File: config.mk
export PLATFORM = sky130hd
export DESIGN_NAME = cmd_cfg
export DESIGN_NICKNAME = d
export VERILOG_FILES = /design/src/rtl/cmd_cfg.sv
export SDC_FILE = /design/constraint.sdc
export NUM_CORES = 1
export LEC_CHECK = 0
export BUFFER_PORTS_ARGS = -buffer_cell sky130_fd_sc_hd__buf_2
export CAP_MARGIN = 40
export CELL_PAD_IN_SITES_DETAIL_PLACEMENT = 1
export CELL_PAD_IN_SITES_GLOBAL_PLACEMENT = 1
export CORE_UTILIZATION = 40
export DETAILED_ROUTE_END_ITERATION = 7
export PLACE_DENSITY_LB_ADDON = 0.1
export SLEW_MARGIN = 5
export SYNTH_ARGS = -nofsm -noshare
export SYNTH_HDL_FRONTEND = slang
export SYNTH_SLANG_ARGS = --single-unit
File: constraint.sdc
create_clock -name clk -period 2.49 [get_ports clk]
set_clock_uncertainty 0.1 [all_clocks]
set_input_delay 0.498 -clock clk [delete_from_list [all_inputs] [get_ports clk]]
set_output_delay 0.498 -clock clk [all_outputs]
set_load 0.02 [all_outputs]
File: src/rtl/cmd_cfg.sv
// Command-configuration stage: applies host setpoint commands, sequences motor spin-up and
// inertial calibration, and acknowledges each command through the UART response path.
module cmd_cfg #(
  parameter int unsigned FAST_SIM = 1
) (
  input  logic               clk,
  input  logic               rst_n,
  input  logic               cmd_rdy,
  input  logic [7:0]         cmd,
  input  logic [15:0]        data,
  output logic               clr_cmd_rdy,
  output logic [7:0]         resp,
  output logic               send_resp,
  input  logic               cal_done,
  output logic               strt_cal,
  output logic               inertial_cal,
  output logic               motors_off,
  output logic signed [15:0] d_ptch,
  output logic signed [15:0] d_roll,
  output logic signed [15:0] d_yaw,
  output logic [8:0]         thrst
);

  localparam int unsigned TimerW = (FAST_SIM != 0) ? 9 : 26;

  localparam logic [7:0] OpPtch  = 8'h02;
  localparam logic [7:0] OpRoll  = 8'h03;
  localparam logic [7:0] OpYaw   = 8'h04;
  localparam logic [7:0] OpThrst = 8'h05;
  localparam logic [7:0] OpCal   = 8'h06;
  localparam logic [7:0] OpEmgl  = 8'h07;
  localparam logic [7:0] OpMoff  = 8'h08;

  localparam logic [7:0] RespAck = 8'hA5;
  localparam logic [7:0] RespErr = 8'hEE;

  typedef enum logic [1:0] {StIdle, StSpin, StCal} state_e;

  state_e              state_q;
  logic [TimerW-1:0]   timer_q;
  logic signed [15:0]  d_ptch_q, d_roll_q, d_yaw_q;
  logic [8:0]          thrst_q;
  logic                motors_off_q;
  logic                inertial_cal_q;

  logic accept;
  logic known;
  logic cal_ack;
  logic timer_full;

  always_comb begin
    known = 1'b0;
    case (cmd)
      OpPtch, OpRoll, OpYaw, OpThrst, OpCal, OpEmgl, OpMoff: known = 1'b1;
      default: known = 1'b0;
    endcase
  end

  // Commands are only consumed in IDLE; anything presented during spin-up/calibration waits.
  assign accept     = (state_q == StIdle) && cmd_rdy;
  assign timer_full = &timer_q;
  assign cal_ack    = (state_q == StCal) && cal_done;

  // Handshake pulses belong to the cycle the command (or cal_done) is seen.
  always_comb begin
    clr_cmd_rdy = accept;
    send_resp   = (accept && (cmd != OpCal)) || cal_ack;
    resp        = (accept && !known) ? RespErr : RespAck;
    strt_cal    = (state_q == StSpin) && timer_full;
  end

  always_ff @(posedge clk or negedge rst_n) begin
    if (!rst_n) begin
      state_q        <= StIdle;
      timer_q        <= '0;
      d_ptch_q       <= '0;
      d_roll_q       <= '0;
      d_yaw_q        <= '0;
      thrst_q        <= '0;
      motors_off_q   <= 1'b1;
      inertial_cal_q <= 1'b0;
    end else begin
      unique case (state_q)
        StIdle: begin
          if (cmd_rdy) begin
            case (cmd)
              OpPtch:  d_ptch_q <= data;
              OpRoll:  d_roll_q <= data;
              OpYaw:   d_yaw_q  <= data;
              OpThrst: thrst_q  <= data[8:0];
              OpCal: begin
                motors_off_q   <= 1'b0;
                inertial_cal_q <= 1'b1;
                timer_q        <= '0;
                state_q        <= StSpin;
              end
              OpEmgl: begin
                d_ptch_q <= '0;
                d_roll_q <= '0;
                d_yaw_q  <= '0;
                thrst_q  <= '0;
              end
              OpMoff:  motors_off_q <= 1'b1;
              default: ;
            endcase
          end
        end
        StSpin: begin
          // Hold at all-ones on exit so the timer never wraps.
          if (timer_full) begin
            state_q <= StCal;
          end else begin
            timer_q <= timer_q + TimerW'(1);
          end
        end
        StCal: begin
          if (cal_done) begin
            state_q        <= StIdle;
            inertial_cal_q <= 1'b0;
          end
        end
        default: state_q <= StIdle;
      endcase
    end
  end

  assign d_ptch       = d_ptch_q;
  assign d_roll       = d_roll_q;
  assign d_yaw        = d_yaw_q;
  assign thrst        = thrst_q;
  assign motors_off   = motors_off_q;
  assign inertial_cal = inertial_cal_q;

endmodule

==> results of run 1 <==
flip-flops by register name (all words and copies together), names as in the netlist:
signal / count
d_ptch: 16
d_roll: 16
d_yaw: 16
inertial_cal: 1
motors_off: 1
state_q: 2
thrst: 9
timer_q: 9
what timing repair did:
action	in CTS	in global routing
setup endpoints to repair	1	6
cloned	0	0
gates resized for setup	1	3
final cells by class:
cell class	count	area, um2	share of cell area (%)
clock inverters	6	63.8	1.58
well taps	102	128	3.17
inverters	26	97.6	2.42
multi-input cells	152	1260	31.3
repair buffers	108	603	15.0
flip-flops and latches	70	1750	43.5
clock buffers	9	124	3.08
where the power goes:
| group | total (W) | switching (W) | leakage [nW] | internal, W |
|---|---|---|---|---|
| sequential | 0.00134 | 0.0000844 | 0.824 | 0.00125 |
| combinational | 0.000571 | 0.000348 | 1.23 | 0.000223 |
| clock | 0.000883 | 0.000428 | 0.0911 | 0.000455 |
| total | 0.00279 | 0.000861 | 2.14 | 0.00193 |
routing by layer:
layer / global-route usage (%) / vias up
li1: - / 1122
met1: 26.9 / 1177
met2: 31.0 / 72
met3: 5.06 / 11
met4: 5.86 / 0
met5: 0 / -
metrics by stage:
stage / util [%] / power [W] / setup slack (ps) / instances
finish: 51.9 / 0.00279 / 111 / 473
global route: 51.9 / 0.00296 / -17.5 / 473
CTS: 51.7 / 0.00282 / 42.8 / 473
detailed placement: 49.3 / 0.00193 / -54.7 / 458
global placement: 49.3 / 0.00190 / -0.436 / 458
floorplan: - / 0.00170 / 2.65 / 270
cell families after synthesis:
kind of cell	Yosys count	share of synthesized area (%)
AO/OA/AOI/OAI	35	7.23
XOR/XNOR	2	0.544
adder cells (fa/ha/maj)	2	0.777
buffers and inverters	48	7.15
flip-flops	70	54.4
multiplexers	57	19.5
other	2	0.233
AND/OR/NAND/NOR	52	10.2
cell usage in the layout, fill, tap and decap left out, drive strengths merged, types with 2 or more instances in the layout:
cell,count
buf,108
dfrtp,69
mux2,36
inv,26
mux2i,21
nand2,13
o21ai,11
o21a,10
clkbuf,9
o211ai,8
or4,6
nand3,5
nand2b,4
conb,4
nor4,4
clkinv,3
or3b,2
nor2b,2
nand3b,2
or3,2
o22ai,2
or2,2
ha,2
clkinvlp,2
nor3,2
worst paths after layout:
| path | start | to | slack, ps | cells after the start |
|---|---|---|---|---|
| max | cmd[5] | send_resp | 110 | 6 |
| min | rst_n | d_ptch[11] | 50 | 2 |
| max reg2reg | timer_q[0] | timer_q[3] | 230 | 8 |
| min reg2reg | motors_off | motors_off | 390 | 2 |
| max in group asynchronous | rst_n | d_ptch[0] | 1760 | 2 |
| min in group clk | cmd[0] | motors_off | 340 | 3 |
==> reports/results.ini, run 1 <==
[grt]
grt_pass1_wl_mm=12.7
antenna_found_initial=0
overflow=0
grt_pass1_vias=2463
grt_max_degree=45
grt.total_usage_pct=19.7

[clock_tree]
cts_num_sinks=70
clk_transition_reported_paths_ps=80
post_cts_buffers=0
clk_latency_ps=340
cts_buffers=9
clock-root-buffer=clkbuf_8
postCtsHoldBufs=0
cts_tree=built
htreeDepth=3
clock_path_buffers=2

[logic_synthesis]
netlist_top_cells_area=dfrtp_1 54%, mux2_2 12%, mux2i_1 6.5%
yosysUniqueCellTypes=45
async_flop_share_pct=100
yosys.area.top_type=dfrtp_1
synth_seq_cells=70
yosysMostFrequentCell=dfrtp_1
synth_top_flop_cell=dfrtp_1
yosysTopAreaCellShare_pct=53.6
syn_avg_cell_area_um2=12.0
ys_top_cells_by_count=69 x dfrtp_1, 33 x mux2_2, 26 x inv_1
synth_area_um2=3220
netlist_instances=268
yosysSeqAreaShare_pct=54.4
ys_warn_count=0
synth_edf_count=0

[worst_setup_path]
critical_path_class=in2out
crit_required_ps=1890
end_kind=output pin
slowest_stage=or4_4
crit_chain=buf_2 > or4_4 > buf_4 > nor3_1 > o21ai_1 > buf_2
critPathTopFamily=simple AND/OR/NAND/NOR gates
worstPathMaxFanout=5
max_stage_delay_ps=580
cpMostUsedCell=buf_2
arrival_ps=1780
worstSetupStartpointType=primary input
path_buf_inv=3

[timing]
final-setup-viol-count=0
tns_ps=0
max_clock_freq_mhz=420
worst_slew_pin_slew_ps=553
fin_crit_ps=2380
whs_ps=46.7
period_share_pct=95.5
drv_slew=0
relSlewSlack_pct=63.1
hold_viol_final=0

[run_status]
status=completed

[finish]
stdcell_area_um2=4030
diodes=0
drive_above_1_share_pct=45.6
num-fill-cells=868
final_nets=397
syn2layout_area_growth_pct=25.1

[route]
first_pass_iters=4
route.met2.wl_mm=3.72
wl_per_cell_um=16.2
dr_wl_met3_um=324
top_layer=met4
ant_nets=0
first_iter_violations=43
wl_met1_mm=3.51
viasPerCell=5.04
routed_wl_mm=7.67
num_vias=2382
drcViolationCount=0

[power_and_ir_drop]
power_density_nw_per_um2=693
cellLeakagePower_nw=2.14
vdd_drop_max_mv=0.251

[floorplanning]
num_io_pins=98
core_um2=7770
num_rows=32
fp.dieW_um=91.7
die_y_um=91.7
start_util_pct=41.5
die-area_um2=8410

[job]
drv_cap=0

[hold_path]
hold_path_class=in2async

[placement]
portBuffers=93
gp_congestion=0.783
postPlaceCellArea_um2=3830
hpwl_mm=5.50

No activity file was read; power rests on OpenSTA's default activity.
==> run 2: changes to the inputs <==
==> constraint.sdc (replaced) <==
create_clock -name clk -period 2.49 [get_ports clk]
set_clock_uncertainty 0.1 [all_clocks]
set_input_delay 0.6225 -clock clk [delete_from_list [all_inputs] [get_ports clk]]
set_output_delay 0.6225 -clock clk [all_outputs]
set_load 0.02 [all_outputs]
==> reports/results.ini, run 2 (synthesized netlist as in run 1, its figures left out) <==
[worst_setup_path]
arrival_ps=1700
end_kind=output pin
r2r_setup_slack_ps=140
worstPathMaxFanout=6
worstSetupStartpointType=primary input
critical_path_class=in2out
crit_required_ps=1770

[route]
num_vias=2411
ant_nets=0
wl_per_cell_um=16.5
viasPerCell=5.01
first_iter_violations=75
routed_wl_mm=7.96
drcViolationCount=0
first_pass_iters=4

[clock_tree]
clk_latency_ps=340
clock-root-buffer=clkbuf_8
clk_transition_reported_paths_ps=80
htreeDepth=3
cts_buffers=9
cts_num_sinks=70
clock_path_buffers=2
cts_tree=built
postCtsHoldBufs=0

[placement]
dp_cells=460
gp_congestion=0.774
hpwl_mm=5.55
portBuffers=93

[finish]
drive_above_1_share_pct=47.8
diodes=0
final_common_cell=buf_2
final_cells=481
final_nets=404
num-fill-cells=870
final_cell_mix=92 x buf_2, 69 x dfrtp_1, 33 x mux2_2
syn2layout_area_growth_pct=29.9

[grt]
grt.total_usage_pct=20.1
overflow=0
grt_pass1_vias=2489
grt_max_degree=71
antenna_found_initial=0
grt_pass1_wl_mm=12.9

[job]
drv_cap=0

[timing]
hold_viol_final=0
rsz0062_at_grt=true
period_share_pct=97.1
max_clock_freq_mhz=413
drv_slew=0
fin_crit_ps=2420
final-setup-viol-count=0
tns_ps=0

[floorplanning]
die-area_um2=8410
start_util_pct=41.5
die_y_um=91.7
num_io_pins=98
num_rows=32
fp.dieW_um=91.7
core_um2=7770

[hold_path]
hold_path_class=in2async

[power_and_ir_drop]
power_density_nw_per_um2=716
cellLeakagePower_nw=2.22
vdd_drop_max_mv=0.339

[run_status]
status=completed

## run 2: cell count changes in the layout (fill, tap and decap cells not counted), moves of 2 or more
cell        before  now
o21ai_2          0    2
clkbuf_8         9   11
buf_4           13   20
clkinv_2         2    0
clkinvlp_4       2    0
## run 2: per-layer routing
layer | global-route usage (%) | part of all wire (%) | wire length [um]
met5 | 0 | 0 | 0
met2 | 31.5 | 48 | 3850
met3 | 4.64 | 4.3 | 343
met1 | 27.2 | 46 | 3660
met4 | 7.29 | 1.3 | 104
## run 2: path summary, 6_finish.rpt
path | from | to | depth (start not counted)
min in group clk | motors_off | motors_off | 2
max in group asynchronous | rst_n | motors_off | 2
hold reg to reg | motors_off | motors_off | 2
setup / recovery | cmd[5] | send_resp | 5
hold / removal | rst_n | d_yaw[15] | 2
setup reg to reg | timer_q[1] | timer_q[7] | 7
## run 2: layout make-up
class,count,area (um2),area share [%]
repair buffers,115,671,16.0
well taps,102,128,3.05
multi-input cells,152,1300,31.1
flip-flops and latches,70,1750,41.9
inverters,26,97.6,2.33
clock buffers,12,155,3.71
clock inverters,4,77.6,1.85
## run 2: stage by stage
stage | instance area [um2] | hold slack [ps] | worst slack (ps) | utilization [%] | total power (W)
floorplan | 3280 | 227 | -80.9 | - | 0.00171
finish | 4180 | 179 | 71.2 | 53.9 | 0.00299
global placement | 3880 | 377 | -8.35 | 50.0 | 0.00190
global route | 4180 | 217 | -9.03 | 53.9 | 0.00316
detailed placement | 3880 | 363 | -53.9 | 50.0 | 0.00193
CTS | 4130 | 205 | 0.00622 | 53.2 | 0.00302
## run 2: report_power, final
group          switching, W  internal [W]  leakage [nW]
Combinational      0.000354      0.000244          1.28
Sequential        0.0000902       0.00125         0.824
Clock              0.000429      0.000625         0.117
Total              0.000873       0.00212          2.22
## run 2: timing repair
action / CTS / global route
endpoints found under the hold margin: 0 / 0
gates resized for setup: 2 / 4
buffers inserted: 1 / 4
endpoints found under the setup margin: 1 / 6
## run 2: critical path, stage by stage
cell and delay (ps):
buf_2 100, or4_4 580, nor3_4 150, o21ai_2 80, buf_2 160
==> run 3: changes to the inputs <==
--- a/config.mk
+++ b/config.mk
@@ -9,7 +9,7 @@
 export CAP_MARGIN = 40
 export CELL_PAD_IN_SITES_DETAIL_PLACEMENT = 1
 export CELL_PAD_IN_SITES_GLOBAL_PLACEMENT = 1
-export CORE_UTILIZATION = 40
+export CORE_UTILIZATION = 43
 export DETAILED_ROUTE_END_ITERATION = 7
 export PLACE_DENSITY_LB_ADDON = 0.1
 export SLEW_MARGIN = 5
==> constraint.sdc (replaced) <==
create_clock -name clk -period 3.15 [get_ports clk]
set_clock_uncertainty 0.1 [all_clocks]
set_input_delay 0.7875 -clock clk [delete_from_list [all_inputs] [get_ports clk]]
set_output_delay 0.7875 -clock clk [all_outputs]
set_load 0.02 [all_outputs]
==> reports/results.ini, run 3 (synthesized netlist as in run 1, its figures left out) <==
[worst_setup_path]
crit_required_ps=2260
arrival_ps=2060
worstSetupStartpointType=primary input
critPathTopFamily=simple AND/OR/NAND/NOR gates
cpMostUsedCell=buf_2
end_kind=output pin
slowest_stage=or4b_2
critical_path_class=in2out
worstPathMaxFanout=8
path_buf_inv=2
crit_chain=buf_2 > or4b_2 > o21ai_0 > a21oi_1 > buf_2
max_stage_delay_ps=680

[clock_tree]
cts_buffers=9
cts_tree=built
cts_resized=0
postCtsHoldBufs=0
cts_num_sinks=70
clock_path_buffers=2
post_cts_buffers=0
clk_transition_reported_paths_ps=70
clk_latency_ps=340
clock-root-buffer=clkbuf_8
htreeDepth=3

[timing]
final-setup-viol-count=0
rsz0062_at_grt=false
drv_slew=0
tns_ps=0
hold_viol_final=0
worst_slew_pin_slew_ps=524
fin_crit_ps=2950
max_clock_freq_mhz=339
relSlewSlack_pct=65.1
period_share_pct=93.6

[route]
first_pass_iters=4
wl_per_cell_um=15.5
drcViolationCount=0
viasPerCell=5.07
num_vias=2344
first_iter_violations=119
ant_nets=0
routed_wl_mm=7.17

[power_and_ir_drop]
p_sw_w=0.000654
switching_share_pct=29.5
clockPowerShare_pct=33.2
intPower_w=0.00156
seqPwrFrac_pct=47.7
p_total_w=0.00221
vdd_drop_max_mv=0.205
p_comb_share_pct=19.2
power_density_nw_per_um2=561
cellLeakagePower_nw=2.11

[placement]
portBuffers=93
gp_congestion=0.748
hpwl_mm=4.99
dp_cells=447

[floorplanning]
die-area_um2=7840
num_rows=31
num_io_pins=98
start_util_pct=44.4
core_um2=7250
die_y_um=88.5
fp.dieW_um=88.5

[grt]
grt_max_degree=71
grt_pass1_vias=2222
grt_pass1_wl_mm=11.3
grt.total_usage_pct=19.4
antenna_found_initial=0
overflow=0

[finish]
final_cells=462
syn2layout_area_growth_pct=22.6
diodes=0
final_cell_mix=93 x buf_2, 69 x dfrtp_1, 33 x mux2_2
final_common_cell=buf_2
final_nets=389
drive_above_1_share_pct=43.3

[hold_path]
hold_path_class=in2async

[run_status]
status=completed

[job]
drv_cap=0

run 3: cell types whose count changed in the layout (fill, tap and decap cells not counted), moves of 2 or more:
cell	previous run	this run
buf_12	3	1
nor3_1	0	2
buf_4	20	6
o21ai_0	9	11
o21ai_2	2	0
run 3: per-stage QoR:
stage | hold slack [ps] | instance area [um2] | setup slack [ps] | utilization [%]
floorplan | 392 | 3230 | 36.0 | -
global placement | 377 | 3750 | 217 | 51.7
detailed placement | 369 | 3750 | 195 | 51.7
CTS | 373 | 3950 | 193 | 54.4
global route | 379 | 3950 | 139 | 54.4
finish | 363 | 3950 | 202 | 54.4
run 3: layout make-up:
cell class / instances / area [um2]
clock buffer: 12 / 155
clock inverter: 3 / 43.8
fill: 821 / 3300
inverter: 26 / 97.6
multi-input combinational: 152 / 1240
sequential: 70 / 1750
tap: 99 / 124
timing repair buffer: 100 / 531
run 3: power by group through the flow:
stage / combinational (W) / clock, W / sequential [W]
after floorplan: 0.000205 / 0 / 0.00114
after CTS: 0.000433 / 0.000757 / 0.00106
after detailed placement: 0.000430 / 0 / 0.00107
after global placement: 0.000419 / 0 / 0.00107
final: 0.000424 / 0.000734 / 0.00106
after global routing: 0.000476 / 0.000793 / 0.00107
run 3: path summary, 6_finish.rpt:
| kind | startpoint | end | slack, ps | depth (start not counted) |
|---|---|---|---|---|
| max in group asynchronous | rst_n | motors_off | 2250 | 2 |
| min reg2reg | motors_off | motors_off | 370 | 2 |
| min in group clk | motors_off | motors_off | 370 | 2 |
| min | rst_n | d_ptch[14] | 360 | 2 |
| max reg2reg | timer_q[0] | timer_q[7] | 630 | 7 |
| max | cmd[0] | resp[3] | 200 | 5 |
run 3: worst register-to-register path: stages (launching register included):
cell and delay (ps):
dfrtp_1 410, ha_1 260, nand2_1 110, nor3_1 70
ha_1 180, or3b_2 620, or4_1 560, o211ai_1 110
run 3: per-layer routing:
layer | GRT usage (%) | share of wire (%)
met1 | 26.9 | 48
met3 | 4.10 | 3.8
met2 | 30.1 | 47
met4 | 7.48 | 1.3
met5 | 0 | 0
